[src/rtl/fb_pkg.sv]
// Shared frame-buffer constants, colour codes and slot types for the 640x480
// 3-bit colour-code display path.
package fb_pkg;

    localparam int unsigned FB_W     = 640;
    localparam int unsigned FB_H     = 480;
    localparam int unsigned FB_DEPTH = FB_W * FB_H;
    localparam int unsigned FB_LAST  = FB_DEPTH - 1;
    localparam int unsigned ADDR_W   = 19;
    localparam int unsigned PIX_W    = 3;

    typedef enum logic [PIX_W-1:0] {
        WHITE  = 3'd0,
        BLACK  = 3'd1,
        RED    = 3'd2,
        BLUE   = 3'd3,
        GREEN  = 3'd4,
        YELLOW = 3'd5
    } colour_e;

    typedef enum logic [1:0] {
        SLOT_IDLE,
        SLOT_READ,
        SLOT_WRITE
    } slot_e;

    // Raster successor: wraps from the last visible pixel back to 0.
    function automatic logic [ADDR_W-1:0] next_scan(input logic [ADDR_W-1:0] addr);
        return (addr == ADDR_W'(FB_LAST)) ? '0 : addr + 1'b1;
    endfunction

endpackage

[src/rtl/fb_scan_addr.sv]
// Raster scan address counter: advances once per read slot, restarts at 0 on
// frame_start and wraps after the last visible pixel.
module fb_scan_addr
    import fb_pkg::*;
(
    input  logic              CLK,
    input  logic              RST,
    input  logic              advance,
    input  logic              clear,
    output logic [ADDR_W-1:0] rd_addr
);

    logic [ADDR_W-1:0] scan_addr_q;
    logic [ADDR_W-1:0] scan_addr_d;

    // A read coinciding with frame_start must already use address 0.
    always_comb begin
        rd_addr     = clear ? '0 : scan_addr_q;
        scan_addr_d = advance ? next_scan(rd_addr) : rd_addr;
    end

    // NOTE: sequential state uses non-blocking assignments so every flop samples pre-edge values.
    always_ff @(posedge CLK) begin
        if (RST) begin
            scan_addr_q <= '0;
        end else begin
            scan_addr_q <= scan_addr_d;
        end
    end

endmodule

[src/rtl/fb_arbiter.sv]
// Single-port frame-buffer arbiter: display scan-out reads win their slot, the
// draw engine's req/ack writes fill the rest. Optional macro: FB_WR_CHECK_EN.
module fb_arbiter
    import fb_pkg::*;
(
    input  logic              CLK,
    input  logic              RST,
    input  logic              pix_ce,
    input  logic              scan_en,
    input  logic              frame_start,
    output logic [PIX_W-1:0]  disp_pix,
    output logic              disp_vld,
    input  logic              wr_req,
    input  logic [ADDR_W-1:0] wr_addr,
    input  logic [PIX_W-1:0]  wr_data,
    output logic              wr_ack,
    output logic              wr_err,
    output logic [ADDR_W-1:0] mem_addr,
    output logic              mem_we,
    output logic [PIX_W-1:0]  mem_din,
    input  logic [PIX_W-1:0]  mem_dout
);

    slot_e             slot;
    logic [ADDR_W-1:0] rd_addr;
    logic              wr_ok;

    logic [ADDR_W-1:0] mem_addr_q, mem_addr_d;
    logic              mem_we_q,   mem_we_d;
    logic [PIX_W-1:0]  mem_din_q,  mem_din_d;
    logic              wr_ack_q,   wr_ack_d;
    logic              rd_p1_q,    rd_p1_d;
    logic              rd_p2_q,    rd_p2_d;
    logic              disp_vld_q, disp_vld_d;
    logic [PIX_W-1:0]  disp_pix_q, disp_pix_d;

    // Writes are refused while wr_ack is high so a slow-dropping wr_req cannot double-write.
    always_comb begin
        slot = SLOT_IDLE;
        if (pix_ce && scan_en) begin
            slot = SLOT_READ;
        end else if (wr_req && !wr_ack_q) begin
            slot = SLOT_WRITE;
        end
    end

    fb_scan_addr u_scan (
        .CLK     (CLK),
        .RST     (RST),
        .advance (slot == SLOT_READ),
        .clear   (frame_start),
        .rd_addr (rd_addr)
    );

`ifdef FB_WR_CHECK_EN
    logic wr_err_q, wr_err_d;

    assign wr_ok = (wr_addr <= ADDR_W'(FB_LAST));

    always_comb begin
        wr_err_d = wr_err_q | ((slot == SLOT_WRITE) && !wr_ok);
    end

    always_ff @(posedge CLK) begin
        if (RST) begin
            wr_err_q <= 1'b0;
        end else begin
            wr_err_q <= wr_err_d;
        end
    end

    assign wr_err = wr_err_q;
`else
    assign wr_ok  = 1'b1;
    assign wr_err = 1'b0;
`endif

    // NOTE: every output of this block gets a default first, so no latch can be inferred.
    always_comb begin
        mem_addr_d = mem_addr_q;
        mem_we_d   = 1'b0;
        mem_din_d  = mem_din_q;
        wr_ack_d   = 1'b0;
        rd_p1_d    = 1'b0;
        unique case (slot)
            SLOT_READ: begin
                mem_addr_d = rd_addr;
                rd_p1_d    = 1'b1;
            end
            SLOT_WRITE: begin
                mem_addr_d = wr_addr;
                mem_din_d  = wr_data;
                mem_we_d   = wr_ok;
                wr_ack_d   = 1'b1;
            end
            default: ;
        endcase
        // rd_p1: address at the BRAM; rd_p2: mem_dout valid; then register for display.
        rd_p2_d    = rd_p1_q;
        disp_vld_d = rd_p2_q;
        disp_pix_d = rd_p2_q ? mem_dout : disp_pix_q;
    end

    always_ff @(posedge CLK) begin
        if (RST) begin
            mem_addr_q <= '0;
            mem_we_q   <= 1'b0;
            mem_din_q  <= '0;
            wr_ack_q   <= 1'b0;
            rd_p1_q    <= 1'b0;
            rd_p2_q    <= 1'b0;
            disp_vld_q <= 1'b0;
            disp_pix_q <= '0;
        end else begin
            mem_addr_q <= mem_addr_d;
            mem_we_q   <= mem_we_d;
            mem_din_q  <= mem_din_d;
            wr_ack_q   <= wr_ack_d;
            rd_p1_q    <= rd_p1_d;
            rd_p2_q    <= rd_p2_d;
            disp_vld_q <= disp_vld_d;
            disp_pix_q <= disp_pix_d;
        end
    end

    assign mem_addr = mem_addr_q;
    assign mem_we   = mem_we_q;
    assign mem_din  = mem_din_q;
    assign wr_ack   = wr_ack_q;
    assign disp_vld = disp_vld_q;
    assign disp_pix = disp_pix_q;

endmodule

[config.mk]
export PLATFORM = sky130hd
export DESIGN_NAME = fb_arbiter
export DESIGN_NICKNAME = d
export VERILOG_FILES = /design/src/rtl/fb_pkg.sv /design/src/rtl/fb_scan_addr.sv /design/src/rtl/fb_arbiter.sv
export SDC_FILE = /design/constraint.sdc
export NUM_CORES = 1
export LEC_CHECK = 0
export ABC_AREA = 1
export CELL_PAD_IN_SITES_DETAIL_PLACEMENT = 1
export CELL_PAD_IN_SITES_GLOBAL_PLACEMENT = 2
export CORE_UTILIZATION = 28
export DETAILED_ROUTE_END_ITERATION = 6
export MAX_ROUTING_LAYER = met4
export PLACE_DENSITY_LB_ADDON = 0.1
export SETUP_SLACK_MARGIN = 0.1
export SYNTH_ARGS = -nofsm -noshare
export SYNTH_HDL_FRONTEND = slang
export SYNTH_HIERARCHICAL = 1
export SYNTH_SLANG_ARGS = --single-unit
export TNS_END_PERCENT = 10
[constraint.sdc]
create_clock -name CLK -period 5.1 [get_ports CLK]
set_input_delay 1.02 -clock CLK [delete_from_list [all_inputs] [get_ports CLK]]
set_output_delay 1.02 -clock CLK [all_outputs]
set_load 0.01 [all_outputs]
==> key figures, run 1 <==
Detailed routing
  • Antenna Nets Post-Route: 0
  • DR DRC count: 0
  • WL final: ~7.8 mm
  • DRT Pass-1 Iters: 4
  • Vias/cell: approximately 4.6
  • Via count: around 2500
  • Drt initial violations: 66
  • WL per Instance: approximately 14 µm

Logic synthesis
  • Warnings, synthesis: 6
  • Syn_nets: just over 400
  • Synth area leader: dfxtp_1
  • Post-synthesis cell count: about 380
  • Synth Register Bits: 48
  • Top cell type's share of synthesized area: 38.06%
  • Syn_area_per_cell: approximately 6.6 µm²
  • Most area-consuming cells after synthesis: dfxtp_1 38%, nand2_1 12%, nor2_1 8.5%
  • Count of cell types in the netlist: 27
  • Synth Cell Area: between 2000 and 3000 µm²
  • Seq/Total Area, Yosys: a little under two fifths

Placed design
  • Final HPWL from detailed placement: 5.801 mm
  • Post-DP Area: around 3100 µm²
  • Port Buffers: 58
  • GP Congestion: 0.8203
  • Placed Cells: roughly 530

Clock network
  • CTS H-tree lvls: 2
  • CTS Hold Bufs: 0
  • Post_cts resized: 0
  • CTS Root Cell: clkbuf_8
  • CTS tree: done
  • Clk slew on worst S/H paths: about 0.1 ns
  • CTS buffer count: 5
  • Post-CTS Setup Bufs: 0
  • Clock sink total: 48
  • Clk_lat worst skew: around 0.31 ns
  • CTS max path bufs: 2

GRT
  • Vias in the first global route: around 2600
  • First-pass GRT wire length: 13.32 mm
  • Total GRT Usage: a little under a fifth
  • Largest net degree at the start of global routing: between 40 and 50
  • Initial antenna violation count: 0
  • Grt total ovfl: 0

Worst hold path
  • Hold Crit Class: reg2reg

Pwr
  • Power density cells: roughly 250 nW/µm²
  • Leak Pwr: roughly 1.3 nW
  • Total power: slightly above 0.0008 W
  • Worst VDD drop: ~0.096 mV

Timing
  • Final Hold Vio Count: 0
  • Fin crit share: ~60%
  • Total negative slack: 0 ns
  • Final hold slack: just over 0.4 ns
  • Worst slew pin tran: 1.155 ns
  • Slew headroom: between 20% and 30%
  • RSZ-0062 raised after global routing: no
  • Final Setup Violations: 0
  • Min Tclk post-route: around 3.1 ns
  • Clock skew: between 0.01 and 0.015 ns
  • Pins Over Slew Limit: 0
  • Fmax: between 300 and 400 MHz

Worst setup path
  • Worst Path Arrival: between 3 and 4 ns
  • Crit Path Max Fanout: 12
  • Worst Path Required: about 5.3 ns
  • Critical path startpoint category: input pin
  • Critical path class: in2reg
  • CP endpoint kind: register

Floorplan
  • Core area: between 8000 and 9000 µm²
  • DIE WIDTH: between 90 and 100 µm
  • Starting Density: ~29%
  • Die area: approximately 9400 µm²
  • I/O Pins: 60
  • Die Ht: 96.96 µm
  • Std cell rows: 34

Finish
  • NumNets Final: 464
  • Share of post-route cells with drive strength above 1: under 10%
  • Layout Cell Area excl Fill: between 3000 and 4000 µm²
  • Synth-to-layout area growth: 28.64%
  • # diodes: 0
  • Fin cells: 541

Status
  • Outcome: completed

Run
  • Max-cap violations: 0
Yosys cell counts, drive strengths merged:
library cell	count
nand2	83
nor2	67
inv	56
dfxtp	48
nand3	36
o21ai	29
a21oi	28
buf	14
nor3	10
clkbuf	3
xor2	3
nand4	2
a211oi	1
conb	1
ha	1
xnor2	1
sequential cells by signal (all words and copies together) (netlist names):
register and cells:
mem_addr 19, disp_vld 1, disp_pix 3, disp_vld_d 1
wr_ack 1, mem_din 3, u_scan/scan_addr_q 19, rd_p1_q 1
power breakdown:
| group | switching [W] | internal, W | leakage (nW) |
|---|---|---|---|
| combinational | 0.0000648 | 0.0000641 | 0.813 |
| sequential | 0.00000810 | 0.000391 | 0.393 |
| clock | 0.000138 | 0.000146 | 0.0552 |
layout by cell type (no fill, tap or decap):
cell type        count
a211oi_1             1
a21oi_1             28
buf_4                1
bufinv_16            1
clkbuf_1             1
clkbuf_8             5
clkdlybuf4s50_1     58
clkinv_2             1
conb_1               1
dfxtp_1             48
ha_1                 1
inv_1               50
inv_2                6
nand2_1             79
nand2_2              2
nand2_4              2
nand3_1             32
nand3_2              3
nand3_4              1
nand4_1              2
nor2_1              57
nor2_2               7
nor2_4               2
nor2_8               1
nor3_1              10
o21ai_0             28
o21ai_1              1
xnor2_1              1
xor2_1               3
cell families after synthesis:
family	count (synthesis)	share of synthesized area, %
xor gates and xnor gates	4	1.388
DFF	48	38.06
and+or+nand+nor	198	35.73
AOI/OAI and AO/OA	58	11.60
buffers and inverters	73	12.59
other	1	0.1485
adders and majority gates	1	0.4955
per-layer routing:
| metal | GRT usage, % | up-vias | routed length, µm |
|---|---|---|---|
| li1 | - | 1292 | - |
| met1 | 25.31 | 1167 | 4165 |
| met2 | 27.19 | 50 | 3305 |
| met3 | 3.035 | 4 | 246 |
| met4 | 4.133 | 0 | 60 |
| met5 | - | - | 0 |
critical path: stages:
cell	delay [ns]
clkdlybuf4s50_1	0.64
inv_2	0.33
nand2_2	0.13
inv_1	0.12
ha_1	0.22
nand2_1	0.07
nor2_1	0.16
nand2_1	0.08
nor2_2	0.12
nand3_2	0.10
nand2_4	0.15
inv_2	0.09
nand2_1	0.07
nor2_1	0.04
area by class of cell:
cell class                      instances  area, µm²
Inverter                               56      210.2
Clock buffer                            6      72.57
Multi-Input combinational cell        262       1246
Clock inverter                          2      35.03
Sequential cell                        48      960.9
Fill cell                            1127       5473
Tap cell                              108      135.1
Timing Repair Buffer                   59      588.1
final timing paths:
check	start	end	slack [ns]	cells past startpoint
worst min register to register	rd_p1_q	disp_vld_d	0.41	2
worst max-delay path	frame_start	u_scan/scan_addr_q[17]	1.96	14
worst min-delay path	rd_p1_q	disp_vld_d	0.41	2
worst max register to register	u_scan/scan_addr_q[0]	u_scan/scan_addr_q[17]	3.21	12
per-stage QoR:
| stage | utilization, % | setup WS (ns) |
|---|---|---|
| floorplan | - | 2.727 |
| global placement | 36.01 | 1.734 |
| CTS | 37.25 | 1.935 |
| finish | 37.25 | 1.964 |
| global route | 37.25 | 1.713 |
| detailed placement | 36.01 | 1.616 |
No activity file was read; power rests on OpenSTA's default activity.
==> run 2: changes to the inputs <==
--- a/config.mk
+++ b/config.mk
@@ -8,7 +8,7 @@
 export ABC_AREA = 1
 export CELL_PAD_IN_SITES_DETAIL_PLACEMENT = 1
 export CELL_PAD_IN_SITES_GLOBAL_PLACEMENT = 2
-export CORE_UTILIZATION = 28
+export CORE_UTILIZATION = 24
 export DETAILED_ROUTE_END_ITERATION = 6
 export MAX_ROUTING_LAYER = met4
 export PLACE_DENSITY_LB_ADDON = 0.1
==> constraint.sdc (replaced) <==
create_clock -name CLK -period 2.6 [get_ports CLK]
set_input_delay 0.52 -clock CLK [delete_from_list [all_inputs] [get_ports CLK]]
set_output_delay 0.52 -clock CLK [all_outputs]
set_load 0.01 [all_outputs]
==> key figures, run 2 (synthesis results as in run 1) <==
GRT
  • First-pass GRT wire length: 13.20 mm (was 13.32 mm)
  • Total GRT Usage: 15.62% (was 18.08%)
  • Initial antenna violation count: 0 (unchanged)
  • Vias in the first global route: 2547 (was 2587)
  • Largest net degree at the start of global routing: 41 (was 42)
  • Grt total ovfl: 0 (unchanged)

Timing
  • Fin crit share: between 80% and 90%
  • Min Tclk post-route: 2.248 ns
  • Fmax: between 400 and 500 MHz
  • RSZ-0062 raised after global routing: no (unchanged)
  • Final Hold Vio Count: 0 (unchanged)
  • Total negative slack: 0 ns (unchanged)
  • Clock skew: 0.01124 ns (was 0.01242 ns)
  • Final Setup Violations: 0 (unchanged)
  • Pins Over Slew Limit: 0 (unchanged)
  • Final hold slack: 0.4060 ns (was 0.4064 ns)

Worst setup path
  • CP endpoint kind: register (unchanged)
  • Critical path startpoint category: input pin (unchanged)
  • Critical path class: in2reg (unchanged)
  • Worst Path Required: 2.79 ns (was 5.30 ns)
  • Worst Path Arrival: 2.44 ns (was 3.34 ns)
  • Crit Path Max Fanout: 10 (was 12)

Finish
  • # diodes: 0 (unchanged)
  • NumNets Final: 474 (was 464)
  • Filler cell count: 1313 (was 1127)
  • FF/Latch Area: 960.9 µm² (unchanged)
  • Share of post-route cells with drive strength above 1: 9.481% (was 7.390%)
  • Multi-input gate area: 1246 µm² (unchanged)
  • Synth-to-layout area growth: 33.00% (was 28.64%)
  • Most common cell after layout, fill and taps aside: nand2_1 (unchanged)
  • Most frequent cells in the layout: 79 x nand2_1, 58 x clkdlybuf4s50_1, 57 x nor2_1, 50 x inv_1, 48 x dfxtp_1 (unchanged)

Pwr
  • Leak Pwr: 1.310 nW (was 1.261 nW)
  • Internal power: 0.001188 W (was 0.0006012 W)
  • Power density cells: 475.0 nW/µm² (was 250.0 nW/µm²)
  • Flop pwr share: 49.1% (was 49.2%)
  • Sw Ratio: 25.52% (was 25.95%)
  • Worst VDD drop: 0.2051 mV (was 0.09641 mV)
  • Combinational share of power: 16.5% (was 15.9%)
  • Clk pwr share: 34.4% (was 35.0%)
  • Switching power: 0.0004070 W (was 0.0002107 W)

Detailed routing
  • Via count: 2516 (was 2513)
  • WL final: 7.940 mm (was 7.778 mm)
  • DR DRC count: 0 (unchanged)
  • Vias/cell: 4.345 (was 4.645)
  • WL per Instance: 13.71 µm (was 14.38 µm)
  • Drt initial violations: 50 (was 66)
  • Antenna Nets Post-Route: 0 (unchanged)
  • DRT Pass-1 Iters: 4 (unchanged)

Placed design
  • Final HPWL from detailed placement: 6.075 mm (was 5.801 mm)
  • Port Buffers: 58 (unchanged)
  • GP Congestion: 0.8190 (was 0.8203)

Clock network
  • CTS Root Cell: clkbuf_8 (unchanged)
  • CTS max path bufs: 2 (unchanged)
  • CTS H-tree lvls: 2 (unchanged)
  • Clk_lat worst skew: 0.30 ns (was 0.31 ns)
  • Post_cts resized: 0 (unchanged)
  • Clock sink total: 48 (unchanged)
  • CTS Hold Bufs: 0 (unchanged)
  • Clk slew on worst S/H paths: 0.09 ns (was 0.10 ns)
  • CTS buffer count: 5 (unchanged)
  • Post-CTS Setup Bufs: 0 (unchanged)
  • CTS tree: done (unchanged)

Floorplan
  • Std cell rows: 37 (was 34)
  • Core area: 10280 µm² (was 8721 µm²)
  • Die area: 10930 µm² (was 9401 µm²)
  • Starting Density: 24.57% (was 28.95%)
  • DIE WIDTH: 104.6 µm (was 96.96 µm)
  • I/O Pins: 60 (unchanged)
  • Die Ht: 104.6 µm (was 96.96 µm)

Run
  • Max-cap violations: 0 (unchanged)

Worst hold path
  • Hold Crit Class: reg2reg (unchanged)

Status
  • Outcome: completed (unchanged)
run 2: metrics by stage:
| stage | setup slack, ns | utilization [%] | cells | instance area, µm² | total power (W) |
|---|---|---|---|---|---|
| after floorplan | 0.7271 | - | 383 | 2525 | 0.0009283 |
| after global placement | 0.05176 | 31.63 | 571 | 3251 | 0.001067 |
| after detailed placement | 0.03011 | 31.63 | 571 | 3251 | 0.001068 |
| after CTS | 0.3333 | 32.68 | 579 | 3358 | 0.001634 |
| after global routing | 0.2158 | 32.68 | 579 | 3358 | 0.001700 |
| final | 0.3520 | 32.68 | 579 | 3358 | 0.001595 |
run 2: layout make-up:
| cell class | instances | share of cell area, % |
|---|---|---|
| sequential | 48 | 28.61 |
| clock inverter | 2 | 1.043 |
| tap | 136 | 5.067 |
| multi-input combinational | 262 | 37.11 |
| clock buffer | 6 | 2.161 |
| inverter | 56 | 6.259 |
| timing repair buffer | 69 | 19.75 |
run 2: worst paths after layout:
path                                             from                     end  slack [ns]  depth (start not counted)
worst max register to register  u_scan/scan_addr_q[0]  u_scan/scan_addr_q[11]        0.84                         12
worst max-delay path                      frame_start  u_scan/scan_addr_q[11]        0.35                         12
worst min-delay path                          rd_p1_q              disp_vld_d        0.41                          2
worst min register to register                rd_p1_q              disp_vld_d        0.41                          2
run 2: metal layers:
layer / routed length, µm / vias to the layer above / GRT usage [%]
li1: - / 1307 / -
met1: 4340 / 1163 / 22.45
met2: 3367 / 42 / 23.32
met3: 177 / 4 / 2.183
met4: 54 / 0 / 3.018
met5: 0 / - / -
run 2: critical path, stage by stage:
cell and delay [ns]:
clkdlybuf4s50_1 0.49, inv_2 0.10, buf_4 0.20, nand2_1 0.17, nor2_2 0.19, nand2_1 0.16
nor2_2 0.19, nand3_2 0.10, nand2_4 0.13, inv_2 0.09, nand2_1 0.06, nor2_1 0.04
run 2: power groups by stage:
stage | clock network (W) | logic, W | registers (W)
detailed placement | 0 | 0.000267 | 0.000801
global placement | 0 | 0.000267 | 0.000800
CTS | 0.000581 | 0.000269 | 0.000784
floorplan | 0 | 0.000114 | 0.000814
global route | 0.000619 | 0.000292 | 0.000789
finish | 0.000549 | 0.000263 | 0.000783
